--- config.mk ---
export PLATFORM = sky130hd
export DESIGN_NAME = vga_timing
export DESIGN_NICKNAME = d
export VERILOG_FILES = /design/src/rtl/vga_timing.sv
export SDC_FILE = /design/constraint.sdc
export NUM_CORES = 1
export LEC_CHECK = 0
export CAP_MARGIN = 40
export CORE_MARGIN = 5
export CORE_UTILIZATION = 56
export CTS_CLUSTER_DIAMETER = 40
export DETAILED_ROUTE_END_ITERATION = 8
export PLACE_DENSITY = 0.85
export RECOVER_POWER = 100
export SETUP_SLACK_MARGIN = 0.2
export SLEW_MARGIN = 30
export SYNTH_ARGS = -nofsm -noshare
export SYNTH_HDL_FRONTEND = slang
export SYNTH_SLANG_ARGS = --single-unit
--- constraint.sdc ---
create_clock -name clk -period 5.2 [get_ports clk]
set_input_delay 1.04 -clock clk [delete_from_list [all_inputs] [get_ports clk]]
set_output_delay 1.04 -clock clk [all_outputs]
set_load 0.005 [all_outputs]
--- src/rtl/vga_timing.sv ---
// vga_timing: raster timing generator feeding the bitmap pixel mapper.
//   clk         pixel-domain clock
//   rst_n       asynchronous active-low reset
//   en          pixel-advance enable (tie 1 when clk is the pixel clock)
//   posx        current column inside the active area, else 0
//   posy        current row inside the active area, else 0
//   active      undelayed visible-area flag
//   line_start  one-clk pulse at hcnt==0 on an enabled clk
//   frame_start one-clk pulse at hcnt==0, vcnt==0 on an enabled clk
//   hsync       horizontal sync, PIPE_DLY enabled clks late
//   vsync       vertical sync, PIPE_DLY enabled clks late
//   de_out      active, PIPE_DLY enabled clks late
//   frame_cnt   free-running frame counter
module vga_timing #(
    parameter int   H_ACTIVE = 640,
    parameter int   H_FP     = 16,
    parameter int   H_SYNC   = 96,
    parameter int   H_BP     = 48,
    parameter int   V_ACTIVE = 480,
    parameter int   V_FP     = 10,
    parameter int   V_SYNC   = 2,
    parameter int   V_BP     = 33,
    parameter logic HS_POL   = 1'b0,
    parameter logic VS_POL   = 1'b0,
    parameter int   PIPE_DLY = 2
) (
    input  logic       clk,
    input  logic       rst_n,
    input  logic       en,
    output logic [9:0] posx,
    output logic [8:0] posy,
    output logic       active,
    output logic       line_start,
    output logic       frame_start,
    output logic       hsync,
    output logic       vsync,
    output logic       de_out,
    output logic [7:0] frame_cnt
);
    localparam int H_TOTAL = H_ACTIVE + H_FP + H_SYNC + H_BP;
    localparam int V_TOTAL = V_ACTIVE + V_FP + V_SYNC + V_BP;
    localparam logic [9:0] H_LAST = 10'(H_TOTAL - 1);
    localparam logic [9:0] V_LAST = 10'(V_TOTAL - 1);
    localparam logic [9:0] H_ACT  = 10'(H_ACTIVE);
    localparam logic [9:0] V_ACT  = 10'(V_ACTIVE);
    localparam logic [9:0] HS_BEG = 10'(H_ACTIVE + H_FP);
    localparam logic [9:0] HS_END = 10'(H_ACTIVE + H_FP + H_SYNC);
    localparam logic [9:0] VS_BEG = 10'(V_ACTIVE + V_FP);
    localparam logic [9:0] VS_END = 10'(V_ACTIVE + V_FP + V_SYNC);

    logic [9:0]          hcnt_q, hcnt_d, vcnt_q, vcnt_d;
    logic [7:0]          frame_q, frame_d;
    // Delay lines carry "asserted" flags; polarity is applied at the pins so
    // that a cleared stage always means the deasserted level.
    logic [PIPE_DLY-1:0] hs_q, hs_d, vs_q, vs_d, de_q, de_d;
    logic                h_wrap, v_wrap, hs_raw, vs_raw;

    always_comb begin
        h_wrap  = hcnt_q == H_LAST;
        v_wrap  = vcnt_q == V_LAST;
        hcnt_d  = !en ? hcnt_q : h_wrap ? '0 : hcnt_q + 10'd1;
        vcnt_d  = !(en && h_wrap) ? vcnt_q : v_wrap ? '0 : vcnt_q + 10'd1;
        frame_d = (en && h_wrap && v_wrap) ? frame_q + 8'd1 : frame_q;
        hs_raw  = hcnt_q >= HS_BEG && hcnt_q < HS_END;
        vs_raw  = vcnt_q >= VS_BEG && vcnt_q < VS_END;
        hs_d    = en ? PIPE_DLY'({hs_q, hs_raw}) : hs_q;
        vs_d    = en ? PIPE_DLY'({vs_q, vs_raw}) : vs_q;
        de_d    = en ? PIPE_DLY'({de_q, active}) : de_q;
    end

    always_ff @(posedge clk or negedge rst_n) begin
        if (!rst_n) begin
            hcnt_q  <= '0;
            vcnt_q  <= '0;
            frame_q <= '0;
            hs_q    <= '0;
            vs_q    <= '0;
            de_q    <= '0;
        end else begin
            hcnt_q  <= hcnt_d;
            vcnt_q  <= vcnt_d;
            frame_q <= frame_d;
            hs_q    <= hs_d;
            vs_q    <= vs_d;
            de_q    <= de_d;
        end
    end

    // Pulses are gated by rst_n so they stay low while reset holds the
    // counters at the origin.
    always_comb begin
        active      = hcnt_q < H_ACT && vcnt_q < V_ACT;
        posx        = hcnt_q < H_ACT ? hcnt_q : '0;
        posy        = vcnt_q < V_ACT ? vcnt_q[8:0] : '0;
        line_start  = rst_n && en && hcnt_q == '0;
        frame_start = line_start && vcnt_q == '0;
        hsync       = hs_q[PIPE_DLY-1] ? HS_POL : ~HS_POL;
        vsync       = vs_q[PIPE_DLY-1] ? VS_POL : ~VS_POL;
        de_out      = de_q[PIPE_DLY-1];
        frame_cnt   = frame_q;
    end
endmodule

# Yosys cells after proc, flatten, opt, wreduce, memory -nomap -nowiden
# Index checks and enable logic that the tools add are counted.
# Widths: inputs -> output; s select.
# totals
ff_bits	34
latchBits	0
ram_bits	0
rom_bits	0
in_bits	3
n_memories	0
# op_classes
addsub	3
multipliers	0
n_div	0
magnitude_cmp	6
n_eq_ne	2
shifts	0
n_mux	6
bitwise	0
n_reduce_logical	10
# op_table
cell	count
$mux 10	3
$add 10x1->10 const B	2
$eq 10x10->1 const B	2
$logic_not 10->1	2
$lt 10x10->1 const B	2
$lt 10x9->1 const B	2
$ge 10x10->1 const B	1
$ge 10x9->1 const B	1
$mux 9	1
$add 8x1->8 const B	1
$logic_and 1x1->1	8
$mux 1	2

# Depth between registers and ports, before layout
# Gate-level depths: netlist of the first run.
# logic_depth
depth_word	3
ltp_mapped	6

# Worst setup path after synthesis of the first run
# No wires, ideal clock.
# synth_path
path_type	input-to-output
start	input en
end	output frame_start
arrival_time_ns	1.848
required_time_ns	4.160
setup_slack_ns	2.312
stages	4
path_buffers	1
cell_sequence	buf_2 > nand4_1 > nor4b_2 > and4_1
# synth_between
elab_chain_cells	3
# synth_lines
element	line_no	source
start: declaration	29	input logic en,
$logic_and 1x1->1 (2 in series)	95	line_start = rst_n && en && hcnt_q == '0;
via line_start	33	output logic line_start,
$logic_and 1x1->1	96	frame_start = line_start && vcnt_q == '0;
end: declaration	34	output logic frame_start,
# The timed path passes the listed nets, and every way through them passes these cells.

# Worst setup path after layout of the first run
# layout_path
start	input en
end	output frame_start
# layout_between
elab_chain_cells	3
# layout_lines
element	line_no
$logic_and 1x1->1 (2 in series)	95
$logic_and 1x1->1	96
# Every way passes these cells.

==> summary.txt, run 1 <==
status = finished with violations
failing checks = max-capacitance violations, max-slew violations
diode count = 0
crit-path leading delay family = buffers and inverters
via/cell ratio = 5.75
placed instance area = 2280 µm²
hold_buf cts = 0
ys flop type = dfrtp_1
Tightest Pin Transition = 1.73 ns
global-route wire length before repair = 7240 µm
clock latency on the worst-skew pair = 0.35 ns
asr flop ratio synth = 100%
Die Wd = 69.1 µm
Slew HR = -15.5%
crit path capture type = primary output
GR peak layer = met2
Layout area overhead = 18.4%
worst setup path class = in2out
CTS H-tree lvls = 2
GR Util met1 = 24.8%
syn_nets = 207
full die area = 4780 µm²
antenna violations before repair = 0
Synth top area share = 43.5%
max-slew violations = 35
layout cells sized above 1 = 8.12%
post-cts sizing count = 0
M2 GR Usage = 29.2%
FP Rows = 21
# nets final = 241
Power Total = 592 µW
Worst-path clk slew = 0.10 ns
max cap viols = 1
CTS root buf = clkbuf_4
routed wire length = 4220 µm
post-route cell area = 2320 µm²
initial core utilization = 58.2%
crit path DAT = 3.27 ns
setup TNS = 0 ns
post-synth top area cell = dfrtp_1
maximum VDD drop = 0.206 mV
Clock Power Share = 26.4%
clock tree sinks = 34
gr ovfl total = 0
yosys warns = 0
Slowest-stage cell, CP = dlygate4sd3_1
critical path, cell by cell = dlygate4sd3_1 -> buf_4 -> nand4_1 -> nor4b_1 -> and4_1 -> dlygate4sd3_1
crit start category = input pin
Max Clock Freq = 232 MHz
Worst Path Max Fanout = 21
met3 Track Usage GR = 5.23%
Leak Pwr = 1.11 nW
number of port buffers = 35
Tcrit/Tclk final = 82.9%
ANT nets after route = 0
syn_area_per_cell = 9.83 µm²
Netlist cell types = 42
vias in the first global route = 1525
area of the core = 3360 µm²
Switch Pwr = 175 µW
endpoints failing setup = 0
Flop pwr share = 54.5%
clock skew = 0.00742 ns
Detailed Routing Iterations Pass 1 = 7
gr usage total = 18.9%
cell area after synthesis = 1960 µm²
unrepaired setup endpoints after global routing = no
First DRT Iteration DRCs = 94
DRC violations left = 0
Comb pwr share = 19.1%
IO Count = 36
PwrDens = 255 nW/µm²
TritonCTS clock tree = done
Int Power = 417 µW
post-DP HPWL = 2940 µm
Final Hold Viols = 0
post-CTS setup buffers = 0
Die H = 69.1 µm
Synth Instances = 199
routability cong. = 0.901
clk buf depth = 2
Yosys reg bits = 34
sum of buffers and inverters on the critical path = 3
via count = 1610
Net Sw Frac = 29.6%
Final Critical Period = 4.31 ns
sequential share of the synthesized area = 43.5%
number of synthesized flops with an enable pin = 0
WP data required = 4.16 ns
CTS Buf Count = 5
hold crit path type = reg2reg
slowest stage delay, CP = 0.57 ns
synth top area cells = dfrtp_1 (43%), xnor2_1 (4.9%), and3_1 (4.2%), nand3_1 (3.6%), nand4_1 (3.5%)
largest net degree at the start of global routing = 35
drt wl/cell = 15.1 µm
Worst path most repeated cell = dlygate4sd3_1
## layout by cell type, fill, tap and decap left out, drive strengths merged, types with 2 or more instances in the layout
master / n
or3: 4
and3: 13
inv: 10
a21oi: 4
nand2: 17
xnor2: 11
and4: 4
ha: 5
dlygate4sd3: 29
nor3: 7
nor4b: 2
nand3: 14
nor4: 3
clkdlybuf4s50: 6
nand4: 12
clkbuf: 9
o21ai: 7
nor2: 12
dfrtp: 34
xor2: 5
and2: 7
mux2: 6
mux2i: 2
## worst register-to-register path: stages, from the launching register on
cell and delay [ns]:
dfrtp_1 0.41, ha_1 0.23, and4bb_1 0.27, nand4_1 0.41, nor3_1 0.36, mux2_2 0.36
## final cells by class
type / count / area (µm²)
Sequential cell: 34 / 851
Timing Repair Buffer: 38 / 365
Clock inverter: 1 / 5.00
Tap cell: 46 / 57.6
Multi-Input combinational cell: 144 / 946
Fill cell: 282 / 1050
Clock buffer: 7 / 55.1
Inverter: 10 / 37.5
## state kept, by name (all words and copies together), names as in the netlist
| register | count |
|---|---|
| frame_cnt | 8 |
| vcnt_q | 10 |
| vs_q | 2 |
| hs_q | 2 |
| hcnt_q | 10 |
| de_q | 2 |
## power by group through the flow
stage	Sequential, mW	Clock, mW	Combinational [mW]
floorplan	0.302	0	0.103
global placement	0.326	0	0.116
detailed placement	0.327	0	0.119
CTS	0.322	0.157	0.119
global route	0.326	0.172	0.126
finish	0.323	0.156	0.113
## metal layers
layer  up-vias  wire (µm)
met2        59       1980
met5         -          0
met4         0         85
met3         8        235
li1        768          -
met1       775       1920
## synth_stat cells, drive strengths merged, types with 4 or more instances
master / number
ha: 5
a21oi: 4
dfrtp: 34
and3: 13
xor2: 5
nand2: 17
and2: 7
and4: 4
or3: 4
buf: 8
mux2: 6
nand3: 14
nor2: 12
inv: 10
xnor2: 11
nor3: 7
nand4: 12
o21ai: 7
## through the flow
stage          worst slack, ns  util, %  std cells  hold slack [ns]
2_1_floorplan             2.31        -        199            0.453
3_3_place_gp              1.19     67.7        271            0.460
3_5_place_dp              1.16     67.7        271            0.475
4_1_cts                   1.16     69.5        279            0.492
5_1_grt                  0.690     68.9        280            0.501
6_report                 0.891     68.9        280            0.477
## final timing paths
check	start	endpoint	slack (ns)	cells after the start
max	en	frame_start	0.89	6
min	frame_cnt[7]$_DFFE_PN0P_	frame_cnt[7]$_DFFE_PN0P_	0.48	1
max reg2reg	hcnt_q[1]$_DFFE_PN0P_	vcnt_q[7]$_DFFE_PN0P_	3.04	5
min reg2reg	frame_cnt[7]$_DFFE_PN0P_	frame_cnt[7]$_DFFE_PN0P_	0.48	1
max in group asynchronous	rst_n	vcnt_q[7]$_DFFE_PN0P_	2.48	2
min in group asynchronous	rst_n	hcnt_q[5]$_DFFE_PN0P_	1.73	2
## cell families after synthesis
family,share of synthesized area (%)
compound gates,3.96
mux,4.67
simple gates,30.4
fa+ha+maj,3.20
flops,43.5
xor+xnor,7.16
buf+inv,7.16
Power figures use the tool's default switching activity.
==> inputs of run 2 (changes only) <==
CORE_UTILIZATION = 47   (was 56)
PLACE_DENSITY = 0.76   (was 0.85)
clock period = 3.5 ns   (was 5.2 ns; I/O delays follow)
==> summary.txt, run 2 (synthesis results as in run 1) <==
Final Instance Count excl. Fillers = 281 (was 280)
layout cells sized above 1 = 7.79% (was 8.12%)
via count = 1547 (was 1610)
antenna violations before repair = 0 (unchanged)
global-route wire length before repair = 7490 µm (was 7240 µm)
area of the core = 4030 µm² (was 3360 µm²)
Leak Pwr = 1.12 nW (was 1.11 nW)
crit start category = input pin (unchanged)
Power Total = 941 µW (was 592 µW)
Final Critical Period = 3.25 ns
ANT nets after route = 0 (unchanged)
Tightest Pin Transition = 1.78 ns (was 1.73 ns)
most frequent cells in the layout = dfrtp_1 (34), dlygate4sd3_1 (28), nand2_1 (17) (was dfrtp_1 (34), dlygate4sd3_1 (29), nand2_1 (17))
max cap viols = 1 (unchanged)
gr usage total = 17.8% (was 18.9%)
routability cong. = 0.800 (was 0.901)
diode count = 0 (unchanged)
Tcrit/Tclk final = 93.0%
via/cell ratio = 5.51 (was 5.75)
endpoints failing setup = 0 (unchanged)
PwrDens = 401 nW/µm² (was 255 nW/µm²)
post-cts sizing count = 0 (unchanged)
CTS H-tree lvls = 2 (unchanged)
Final Hold Viols = 0 (unchanged)
routed wire length = 4260 µm (was 4220 µm)
setup TNS = 0 ns (unchanged)
GR peak layer = met2 (unchanged)
Util after Layout = 58.2% (was 68.9%)
status = finished with violations (unchanged)
crit path capture type = primary output (unchanged)
number of port buffers = 35 (unchanged)
Detailed Routing Iterations Pass 1 = 4 (was 7)
Worst-path clk slew = 0.06 ns (was 0.10 ns)
Die Wd = 74.5 µm (was 69.1 µm)
FP Rows = 23 (was 21)
placed insts = 275 (was 271)
hold_buf cts = 0 (unchanged)
Slew HR = -18.9% (was -15.5%)
met3 Track Usage GR = 4.19% (was 5.23%)
failing checks = max-capacitance violations, max-slew violations (unchanged)
TritonCTS clock tree = done (unchanged)
largest net degree at the start of global routing = 35 (unchanged)
worst setup path class = in2out (unchanged)
post-CTS setup buffers = 0 (unchanged)
clk buf depth = 2 (unchanged)
Die H = 74.5 µm (was 69.1 µm)
post-DP HPWL = 3010 µm (was 2940 µm)
gr ovfl total = 0 (unchanged)
full die area = 5550 µm² (was 4780 µm²)
IO Count = 36 (unchanged)
clock skew = 0.00340 ns (was 0.00742 ns)
Worst Path Max Fanout = 2 (was 21)
vias in the first global route = 1582 (was 1525)
max-slew violations = 35 (unchanged)
CTS root buf = clkbuf_8 (was clkbuf_4)
hold crit path type = reg2reg (unchanged)
drt wl/cell = 15.1 µm (about the same)
maximum VDD drop = 0.258 mV (was 0.206 mV)
M2 GR Usage = 26.2% (was 29.2%)
Max Clock Freq = 307 MHz
most common cell after layout, fill and taps aside = dfrtp_1 (unchanged)
R2R setup slack = 1.37 ns (was 3.04 ns)
initial core utilization = 48.6% (was 58.2%)
# nets final = 240 (was 241)
CTS Buf Count = 5 (unchanged)
unrepaired setup endpoints after global routing = no (unchanged)
GR Util met1 = 24.9% (was 24.8%)
clock tree sinks = 34 (unchanged)
Layout area overhead = 19.9% (was 18.4%)
WP data required = 2.80 ns (was 4.16 ns)
crit path DAT = 2.55 ns (was 3.27 ns)
clock latency on the worst-skew pair = 0.29 ns (was 0.35 ns)
First DRT Iteration DRCs = 99 (was 94)
DRC violations left = 0 (unchanged)
==> run 2: critical path, stage by stage <==
cell	delay [ns]
dlygate4sd3_1	0.58
nand4_1	0.12
nor4b_2	0.33
and4_1	0.25
dlygate4sd3_1	0.57
==> run 2: final cells by class <==
type                       instances  area [µm²]
clock buffer                       6        82.6
fill                             377        1680
inverter                          10        37.5
multi-input combinational        144         955
sequential                        34         851
tap                               50        62.6
timing repair buffer              37         358
==> run 2: power breakdown <==
part	switching, mW	internal [mW]	leakage [nW]
clock	0.136	0.151	0.0431
sequential	0.0631	0.421	0.449
combinational	0.0672	0.101	0.632
total	0.267	0.674	1.12
==> run 2: per-layer routing <==
metal	wire length [µm]	share of wire [%]
met1	2060	48
met2	1880	44
met3	234	5.5
met4	82	1.9
met5	0	0
==> run 2: stage by stage <==
step	area, µm²	setup slack [ns]	hold slack (ns)
after detailed placement	2280	0.370	0.469
after global routing	2350	0.135	0.502
after floorplan	1960	1.29	0.404
after global placement	2280	0.404	0.460
final	2350	0.246	0.470
after CTS	2360	0.370	0.481
==> run 2: path summary, 6_finish.rpt <==
check | from | endpoint | cells after the start
max | rst_n | frame_start | 5
min | frame_cnt[7]$_DFFE_PN0P_ | frame_cnt[7]$_DFFE_PN0P_ | 1
max reg2reg | hcnt_q[1]$_DFFE_PN0P_ | frame_cnt[1]$_DFFE_PN0P_ | 5
min reg2reg | frame_cnt[7]$_DFFE_PN0P_ | frame_cnt[7]$_DFFE_PN0P_ | 1
max in group asynchronous | rst_n | frame_cnt[7]$_DFFE_PN0P_ | 2
min in group asynchronous | rst_n | de_q[0]$_DFFE_PN0P_ | 2
==> inputs of run 3 (changes only) <==
SLEW_MARGIN = 0   (was 30)
==> results of run 3 <==
Final layout, timing and power as in run 2 (identical DEF).
